File: src/rtl/cordic_fix2float.sv
// Converts the signed fixed-point cosine result of the CORDIC core into an IEEE-754 single.
// The normaliser shifts one bit per cycle and the result is rounded to nearest-even.
module cordic_fix2float #(
  parameter int FRAC_BITS = 30
) (
  input  logic        clk,
  input  logic        reset,
  input  logic        cordic_busy,
  input  logic [31:0] fix_in,
  input  logic        negate,
  output logic [31:0] float_out,
  output logic        out_valid,
  input  logic        out_ready,
  output logic        overrun
);

  localparam int EXP_BASE = 127 + 31 - FRAC_BITS;

  typedef enum logic [2:0] {IDLE, ABS, NORM, ROUND, OUT} state_t;

  state_t      state;
  state_t      state_next;
  logic        busy_q;
  logic        done;
  logic [31:0] fix_q;
  logic        neg_q;
  logic        sign_q;
  logic [31:0] mag_q;
  logic [4:0]  k_q;
  logic [31:0] float_q;
  logic        overrun_q;

  logic [31:0] abs_val;
  logic [22:0] mant_trunc;
  logic        guard;
  logic        sticky;
  logic        round_up;
  logic [23:0] mant_sum;
  logic [7:0]  exp_biased;

  assign done    = busy_q & ~cordic_busy;
  // 0x80000000 negates to itself, which is exactly the unsigned magnitude we want.
  assign abs_val = fix_q[31] ? (~fix_q + 32'd1) : fix_q;

  // Round-to-nearest-even; a carry out of the mantissa bumps the exponent.
  assign mant_trunc = mag_q[30:8];
  assign guard      = mag_q[7];
  assign sticky     = |mag_q[6:0];
  assign round_up   = guard & (sticky | mant_trunc[0]);
  assign mant_sum   = {1'b0, mant_trunc} + {23'd0, round_up};
  assign exp_biased = 8'(EXP_BASE) - {3'd0, k_q} + {7'd0, mant_sum[23]};

  always_ff @(posedge clk or negedge reset) begin
    if (!reset) begin
      state <= IDLE;
    end else begin
      state <= state_next;
    end
  end

  always_comb begin
    state_next = state;
    case (state)
      IDLE:    if (done) state_next = ABS;
      ABS:     state_next = (abs_val == 32'd0) ? OUT : NORM;
      NORM:    if (mag_q[31]) state_next = ROUND;
      ROUND:   state_next = OUT;
      OUT:     if (out_ready) state_next = IDLE;
      default: state_next = IDLE;
    endcase
  end

  always_comb begin
    out_valid = (state == OUT);
    float_out = float_q;
    overrun   = overrun_q;
  end

  // Datapath; samples are only captured in IDLE, anything arriving later is flagged and dropped.
  always_ff @(posedge clk or negedge reset) begin
    if (!reset) begin
      busy_q    <= 1'b0;
      fix_q     <= 32'd0;
      neg_q     <= 1'b0;
      sign_q    <= 1'b0;
      mag_q     <= 32'd0;
      k_q       <= 5'd0;
      float_q   <= 32'd0;
      overrun_q <= 1'b0;
    end else begin
      busy_q <= cordic_busy;
      if (done && state != IDLE) begin
        overrun_q <= 1'b1;
      end
      case (state)
        IDLE: begin
          if (done) begin
            fix_q <= fix_in;
            neg_q <= negate;
          end
        end
        ABS: begin
          sign_q <= fix_q[31] ^ neg_q;
          mag_q  <= abs_val;
          k_q    <= 5'd0;
          if (abs_val == 32'd0) begin
            float_q <= 32'd0;
          end
        end
        NORM: begin
          if (!mag_q[31]) begin
            mag_q <= mag_q << 1;
            k_q   <= k_q + 5'd1;
          end
        end
        ROUND: begin
          float_q <= {sign_q, exp_biased, mant_sum[22:0]};
        end
        default: begin
        end
      endcase
    end
  end

endmodule

File: config.mk
export PLATFORM = sky130hd
export DESIGN_NAME = cordic_fix2float
export DESIGN_NICKNAME = d
export VERILOG_FILES = /design/src/rtl/cordic_fix2float.sv
export SDC_FILE = /design/constraint.sdc
export NUM_CORES = 1
export LEC_CHECK = 0
export ABC_AREA = 1
export CAP_MARGIN = 20
export CORE_MARGIN = 2
export CORE_UTILIZATION = 60
export CTS_CLUSTER_DIAMETER = 60
export DETAILED_ROUTE_END_ITERATION = 7
export GPL_ROUTABILITY_DRIVEN = 1
export PLACE_DENSITY = 0.85
export SLEW_MARGIN = 20
export SYNTH_ARGS = -nofsm -noshare
export SYNTH_HDL_FRONTEND = slang
export SYNTH_SLANG_ARGS = --single-unit
File: constraint.sdc
create_clock -name clk -period 6.5 [get_ports clk]
set_clock_uncertainty 0.2 [all_clocks]
set_input_delay 1.625 -clock clk [delete_from_list [all_inputs] [get_ports clk]]
set_output_delay 1.625 -clock clk [all_outputs]
set_load 0.01 [all_outputs]
==> reports/results.tsv, run 1 <==
stage	metric	value	unit
status	status	finished, final reports clean	
route	Final ANT Viol Nets	0	
setup_path	Critical Path AT	1.69	ns
power_and_ir_drop	LEAKAGE	3.41	nW
cts	number of buffers created by CTS	9	
power_and_ir_drop	P_sw	1.44	mW
logic_synthesis	Mapped Nets	834	
setup_path	FF-to-FF End	float_out[4]$_DFFE_PN0P_	
floorplan	die area	11100	um^2
timing	Period minus WS final	3.52	ns
worst_hold_path	Worst Hold End	overrun$_DFFE_PN0P_	
setup_path	Slowest-stage cell, CP	clkdlybuf4s50_1	
final_layout	antenna cells	0	
setup_path	Buf/Inv on CP	2	
cts	CTS tree	built	
power_and_ir_drop	Sequential Power Share	37.5	%
power_and_ir_drop	switching portion of total power	44.8	%
setup_path	CP top delay family	buffers and inverters	
timing	Final period util	54.1	%
logic_synthesis	Syn Area/Cell	7.77	um^2
power_and_ir_drop	Clk pwr share	13.4	%
worst_hold_path	worst hold path startpoint	overrun$_DFFE_PN0P_	
logic_synthesis	Synth Area in Compound Gates	11.2	%
logic_synthesis	mux cell area share after synthesis	1.46	%
final_layout	area grow syn2layout	16.0	%
final_layout	filler instances	765	
timing	worst slew pin tran	0.954	ns
setup_path	critical path, cell by cell	inv_1, nor3_1, clkdlybuf4s50_1	
cts	post-CTS setup buffers	0	
timing	slew margin rel.	36.4	%
final_layout	Final Non-Filler Cells	989	
logic_synthesis	xor/xnor share of the synthesized area	0.711	%
place	DP Wirelength	11.1	mm
cts	Longest Clk Path Bufs	2	
grt	met1 GRT Util	36.8	%
setup_path	crit end category	primary output	
place	IO buf count	70	
logic_synthesis	largest family of logic cells by synthesized area	simple AND/OR/NAND/NOR gates	
grt	pin count of the biggest net entering global routing	70	
logic_synthesis	Synth Register Bits	108	
place	pre-CTS setup slack	3.07	ns
final_layout	share of cells above drive strength 1	11.3	%
floorplan	Initial Utilization	62.4	%
logic_synthesis	post-synthesis sequential area ratio	43.9	%
route	Avg WL per Cell	14.9	um
final_layout	final net count	893	
floorplan	die width	105	um
final_layout	Final Util	72.4	%
cts	post-CTS sizing	0	
worst_hold_path	hold depth	1	
grt	met3 GRT Util	2.84	%
timing	RSZ-0062 raised after global routing	false	
timing	final hold slack	0.279	ns
grt	via count of the first global-routing pass	5261	
setup_path	CP max FO	4	
logic_synthesis	synthesized instance count	792	
grt	gr busiest metal	met2	
power_and_ir_drop	power density over the cells	451	nW/um^2
place	Post-Place Cell Area	6930	um^2
route	via count	5519	
grt	met2 layer usage reported by global route	46.8	%
setup_path	Worst R2R Start	fix_q[31]$_DFFE_PN0P_	
floorplan	Ports	71	
logic_synthesis	Synth Area in Adders	1.02	%
route	Residual DRC	0	
flow_run	number of max-cap violations	0	
timing	PnR worst setup slack	2.98	ns
logic_synthesis	area share of and/or/nand/nor cells after synthesis	34.2	%
power_and_ir_drop	combinational cell fraction of total power	49.1	%
cts	Worst-Skew Late Latency	0.38	ns
logic_synthesis	Yosys warning count	0	
place	placed insts	973	
setup_path	reg2reg path depth	14	
power_and_ir_drop	peak supply drop	0.240	mV
worst_hold_path	Hold Path Class	reg2reg	
setup_path	crit path launch type	register	
logic_synthesis	Cell variety after synth	43	
cts	Root Buffer	clkbuf_8	
power_and_ir_drop	Int Pwr	1.78	mW
floorplan	Die H	105	um
timing	Setup-failing EPs final	0	
route	Pre-antenna DRT Iters	5	
route	DR vias/cell	5.58	
floorplan	Core Area	9860	um^2
floorplan	FP Rows	36	
grt	first-pass GRT wire length	24.9	mm
grt	initial antenna violation count	0	
route	final WL	14.8	mm
cts	CTS sink cnt	108	
timing	Pins Over Slew Limit	0	
timing	TNS Setup	0	ns
route	Initial DRC Count	323	
cts	CTS clk-pin slew, worst paths	0.10	ns
cts	Hold Buf Count CTS	0	
timing	Fmax achieved	284	MHz
cts	CTS H-tree lvls	3	
setup_path	flop2flop setup slack	3.39	ns
logic_synthesis	synthesized area	6160	um^2
setup_path	Worst path max stage delay	0.58	ns
grt	gr usage total	28.0	%
timing	Final Hold Viols	0	
grt	total gr overflow	0	
place	RePlAce Congestion	0.897	
setup_path	Crit Path Category	reg2out	
final_layout	final instance area	7140	um^2
power_and_ir_drop	Overall Power	3.22	mW
setup_path	Critical Path RT	4.68	ns
[power by group through the flow]
stage	Clock (mW)	Combinational [mW]	Sequential (mW)
6_report	0.432	1.58	1.21
5_1_grt	0.467	1.77	1.25
3_3_place_gp	0	1.51	1.20
2_1_floorplan	0	1.06	1.20
4_1_cts	0.437	1.58	1.21
3_5_place_dp	0	1.57	1.22
[cells in the final DEF (no fill, tap or decap), drive strengths merged]
master and n:
clkinvlp 1, a21oi 39, a221o 1, a22oi 1, o2bb2ai 1, bufinv 1, inv 86, nand3 84
mux2 8, o22ai 1, buf 7, o21ai 30, o21bai 1, ha 5, a21o 1, o31ai 2
clkinv 3, xor2 3, nor4 1, a31o 1, nand4 9, o221ai 28, nor2 105, clkdlybuf4s50 69
xnor2 2, o211ai 3, nand3b 5, nand2 224, or2 1, nor3 14, clkbuf 11, dfrtp 108
[final cells by class]
cell class	instances	area [um^2]	share of cell area, %
clock buffer	11	151	2.12
clock inverter	5	58.8	0.823
inverter	86	323	4.52
multi-input combinational	570	3000	42.0
sequential	108	2700	37.8
tap	133	166	2.33
timing repair buffer	76	743	10.4
[layer usage]
metal / vias to the layer above / wire (um)
met3: 29 / 569
met5: - / 0
li1: 2724 / -
met4: 0 / 386
met2: 164 / 7220
met1: 2602 / 6580
[worst max path at each step]
stage / cells after the start / slack, ns / to / from
2_1_floorplan: 5 / 3.67 / fix_q[11]$_DFFE_PN0P_ / cordic_busy
3_3_place_gp: 5 / 3.09 / fix_q[17]$_DFFE_PN0P_ / cordic_busy
3_5_place_dp: 5 / 3.07 / fix_q[23]$_DFFE_PN0P_ / cordic_busy
4_1_cts: 3 / 2.97 / out_valid / state[2]$_DFFE_PN0P_
5_1_grt: 3 / 2.89 / out_valid / state[2]$_DFFE_PN0P_
6_report: 3 / 2.98 / out_valid / state[2]$_DFFE_PN0P_
[sequential cells by signal (all words and copies together) (netlist names)]
register / flops
busy_q: 1
fix_q: 32
float_out: 32
k_q: 5
mag_q: 32
neg_q: 1
overrun: 1
sign_q: 1
state: 3
[cells by family after synthesis]
group                      count (synthesis)
DFF                                      108
muxes                                      8
and+or+nand+nor                          443
adders and majority gates                  5
buffers and inverters                    114
AOI/OAI and AO/OA                        109
xor gates and xnor gates                   5
[cell usage after synthesis, drive strengths merged]
cell type,count,area share (%)
a21o,1,0.12
a21oi,39,3.2
a221o,1,0.16
a22oi,1,0.12
a31o,1,0.14
buf,15,1.5
clkbuf,13,0.79
clkinv,1,0.061
dfrtp,108,44
ha,5,1.0
inv,85,5.2
mux2,8,1.5
nand2,224,14
nand3,84,9.3
nand3b,5,0.61
nand4,9,1.2
nor2,105,7.5
nor3,14,1.3
nor4,1,0.10
o211ai,3,0.37
o21ai,30,2.5
o21bai,1,0.12
o221ai,28,4.0
o22ai,1,0.10
o2bb2ai,1,0.14
o31ai,2,0.24
or2,1,0.10
xnor2,2,0.28
xor2,3,0.43
No activity file was read; power rests on OpenSTA's default activity.
==> run 2, diff against run 1 <==
--- a/config.mk
+++ b/config.mk
@@ -8,11 +8,11 @@
 export ABC_AREA = 1
 export CAP_MARGIN = 20
 export CORE_MARGIN = 2
-export CORE_UTILIZATION = 60
+export CORE_UTILIZATION = 57
 export CTS_CLUSTER_DIAMETER = 60
 export DETAILED_ROUTE_END_ITERATION = 7
 export GPL_ROUTABILITY_DRIVEN = 1
-export PLACE_DENSITY = 0.85
+export PLACE_DENSITY = 0.81
 export SLEW_MARGIN = 20
 export SYNTH_ARGS = -nofsm -noshare
 export SYNTH_HDL_FRONTEND = slang
==> constraint.sdc (replaced) <==
create_clock -name clk -period 3.3 [get_ports clk]
set_clock_uncertainty 0.2 [all_clocks]
set_input_delay 0.825 -clock clk [delete_from_list [all_inputs] [get_ports clk]]
set_output_delay 0.825 -clock clk [all_outputs]
set_load 0.01 [all_outputs]
==> run 2 against run 1 <==
Net effect: critical path depth rose by 13; setup slack got worse by 2.5 ns; register-to-register slack got worse by 2.9 ns; non-clock buffer count rose by 4; critical path type is now reg2reg.
==> reports/results.tsv, run 2 (synthesis results as in run 1) <==
stage	metric	value	unit	change
route	via count	5433		-1.6%
floorplan	die area	11600	um^2	+5.1%
floorplan	Die H	108	um	+2.5%
timing	worst slew pin tran	0.795	ns	-0.159 ns
place	IO buf count	70		unchanged
setup_path	Critical Path AT	2.89	ns	+1.20 ns
power_and_ir_drop	LEAKAGE	3.41	nW	about the same
floorplan	FP Rows	37		+2.8%
cts	Longest Clk Path Bufs	2		unchanged
timing	TNS Setup	0	ns	unchanged
final_layout	Final Util	68.8	%	-3.6 points
power_and_ir_drop	peak supply drop	0.528	mV	+120%
final_layout	antenna cells	0		unchanged
place	DP Wirelength	11.3	mm	+2.2%
route	final WL	14.9	mm	+1.3%
cts	Hold Buf Count CTS	0		unchanged
cts	number of buffers created by CTS	9		unchanged
setup_path	CP Launch Point	mag_q[8]$_DFFE_PN0P_		
route	Initial DRC Count	304		-5.9%
grt	first-pass GRT wire length	25.2	mm	+1.1%
cts	CTS tree	built		
worst_hold_path	Hold Path Class	in2async		
setup_path	Worst path max stage delay	0.39	ns	-0.19 ns
power_and_ir_drop	P_sw	2.87	mW	+99%
cts	CTS sink cnt	108		unchanged
status	status	finished, final reports clean		
setup_path	Slowest-stage cell, CP	dfrtp_1		
cts	CTS H-tree lvls	3		unchanged
floorplan	Initial Utilization	59.1	%	-3.3 points
grt	initial antenna violation count	0		unchanged
cts	CTS clk-pin slew, worst paths	0.11	ns	about the same
grt	pin count of the biggest net entering global routing	83		+19%
setup_path	CP most frequent cell	nand2_1		
cts	post-CTS sizing	0		unchanged
setup_path	FF-to-FF End	float_out[28]$_DFFE_PN0P_		
route	Avg WL per Cell	15.0	um	+0.54%
timing	Setup-failing EPs final	0		unchanged
floorplan	Core Area	10400	um^2	+5.6%
cts	Worst-Skew Late Latency	0.39	ns	about the same
final_layout	most frequent cells in the layout	217 x nand2_1, 108 x dfrtp_1, 89 x nor2_1		
power_and_ir_drop	power density over the cells	880	nW/um^2	+95%
setup_path	Worst R2R Start	mag_q[8]$_DFFE_PN0P_		
setup_path	CP max FO	5		+1
floorplan	die width	108	um	+2.5%
grt	total gr overflow	0		unchanged
power_and_ir_drop	switching portion of total power	45.6	%	+0.75 points
flow_run	number of max-cap violations	0		unchanged
final_layout	share of cells above drive strength 1	11.5	%	+0.18 points
place	RePlAce Congestion	0.926		+3.2%
route	DR vias/cell	5.45		-2.3%
power_and_ir_drop	Sequential Power Share	38.3	%	+0.8 points
setup_path	Critical Path RT	3.38	ns	-1.30 ns
setup_path	reg2reg path depth	16		+2
timing	slew margin rel.	46.8	%	+10 points
timing	RSZ-0062 raised after global routing	false		
power_and_ir_drop	Clk pwr share	12.3	%	-1.1 points
timing	Final period util	85.2	%	
grt	gr usage total	27.5	%	-0.53 points
cts	post-CTS setup buffers	0		unchanged
route	Final ANT Viol Nets	0		unchanged
timing	Period minus WS final	2.81	ns	
timing	Fmax achieved	356	MHz	
setup_path	flop2flop setup slack	0.49	ns	-2.90 ns
power_and_ir_drop	combinational cell fraction of total power	49.4	%	+0.3 points
floorplan	Ports	71		unchanged
setup_path	Crit Path Category	reg2reg		
timing	Pins Over Slew Limit	0		unchanged
final_layout	final net count	897		+0.45%
timing	Final Hold Viols	0		unchanged
setup_path	critical path, cell by cell	nand2_1, inv_2, nand4_1, nor2_1, nand2_1, nor3_2, nand4_1, inv_2, nand3_1, ha_1, nor3_1, inv_1, nor2_1, inv_1, o21ai_0, nand2_1		
cts	Root Buffer	clkbuf_8		
power_and_ir_drop	Int Pwr	3.43	mW	+93%
route	Pre-antenna DRT Iters	5		unchanged
setup_path	crit path launch type	register		
setup_path	crit end category	register		
grt	via count of the first global-routing pass	5260		-0.019%
route	Residual DRC	0		unchanged
final_layout	commonest non-fill, non-tap cell in the layout	nand2_1		
final_layout	area grow syn2layout	16.5	%	
==> run 2: cell types whose count changed in the layout (fill, tap and decap cells not counted) <==
cell        before  now
clkinvlp_4       1    3
buf_12           0    2
clkbuf_8        11   10
clkbuf_1         0    2
bufinv_16        1    0
clkinv_2         2    0
buf_4            7    9
==> run 2: through the flow <==
step | cell area [um^2] | std cells | setup slack, ns | hold WS (ns) | total power, mW
after floorplan | 6160 | 792 | 0.925 | 0.249 | 4.47
after global placement | 6990 | 980 | 0.557 | 0.241 | 5.44
after detailed placement | 6990 | 980 | 0.512 | 0.254 | 5.54
after CTS | 7170 | 996 | 0.481 | 0.143 | 6.31
after global routing | 7170 | 996 | 0.177 | 0.144 | 6.82
final | 7170 | 996 | 0.489 | 0.136 | 6.31
==> run 2: worst max-delay path by stage <==
stage | endpoint | slack (ns) | cells after the start
3_5_place_dp | float_out[28]$_DFFE_PN0P_ | 0.51 | 16
3_3_place_gp | float_out[1]$_DFFE_PN0P_ | 0.56 | 13
5_1_grt | float_out[28]$_DFFE_PN0P_ | 0.18 | 16
6_report | float_out[28]$_DFFE_PN0P_ | 0.49 | 16
4_1_cts | float_out[28]$_DFFE_PN0P_ | 0.48 | 16
2_1_floorplan | float_out[28]$_DFFE_PN0P_ | 0.92 | 16
==> run 2: layout make-up <==
class,count,area [um^2]
multi-input cells,570,3000
inverters,86,323
flip-flops and latches,108,2700
clock buffers,12,145
clock inverters,4,33.8
fillers,900,3250
well taps,136,170
repair buffers,80,798
==> run 2: routing by layer <==
layer / global-route usage, % / routed length [um] / vias up
li1: - / - / 2732
met2: 46.1 / 7250 / 150
met3: 3.80 / 664 / 23
met5: 0 / 0 / -
met1: 36.9 / 6710 / 2528
met4: 9.25 / 308 / 0
==> run 2: power by group through the flow <==
stage	Combinational [mW]	Sequential [mW]	Clock (mW)
finish	3.12	2.41	0.776
global route	3.49	2.49	0.837
CTS	3.12	2.40	0.786
detailed placement	3.11	2.43	0
global placement	3.04	2.40	0
floorplan	2.09	2.37	0
==> run 2: worst max-delay path: cells and delay by family (launching register included) <==
kind	cells	cell delay [ns]
compound gates	1	0.14
fa+ha+maj	1	0.21
buf+inv	4	0.34
flops	1	0.39
simple gates	10	1.43
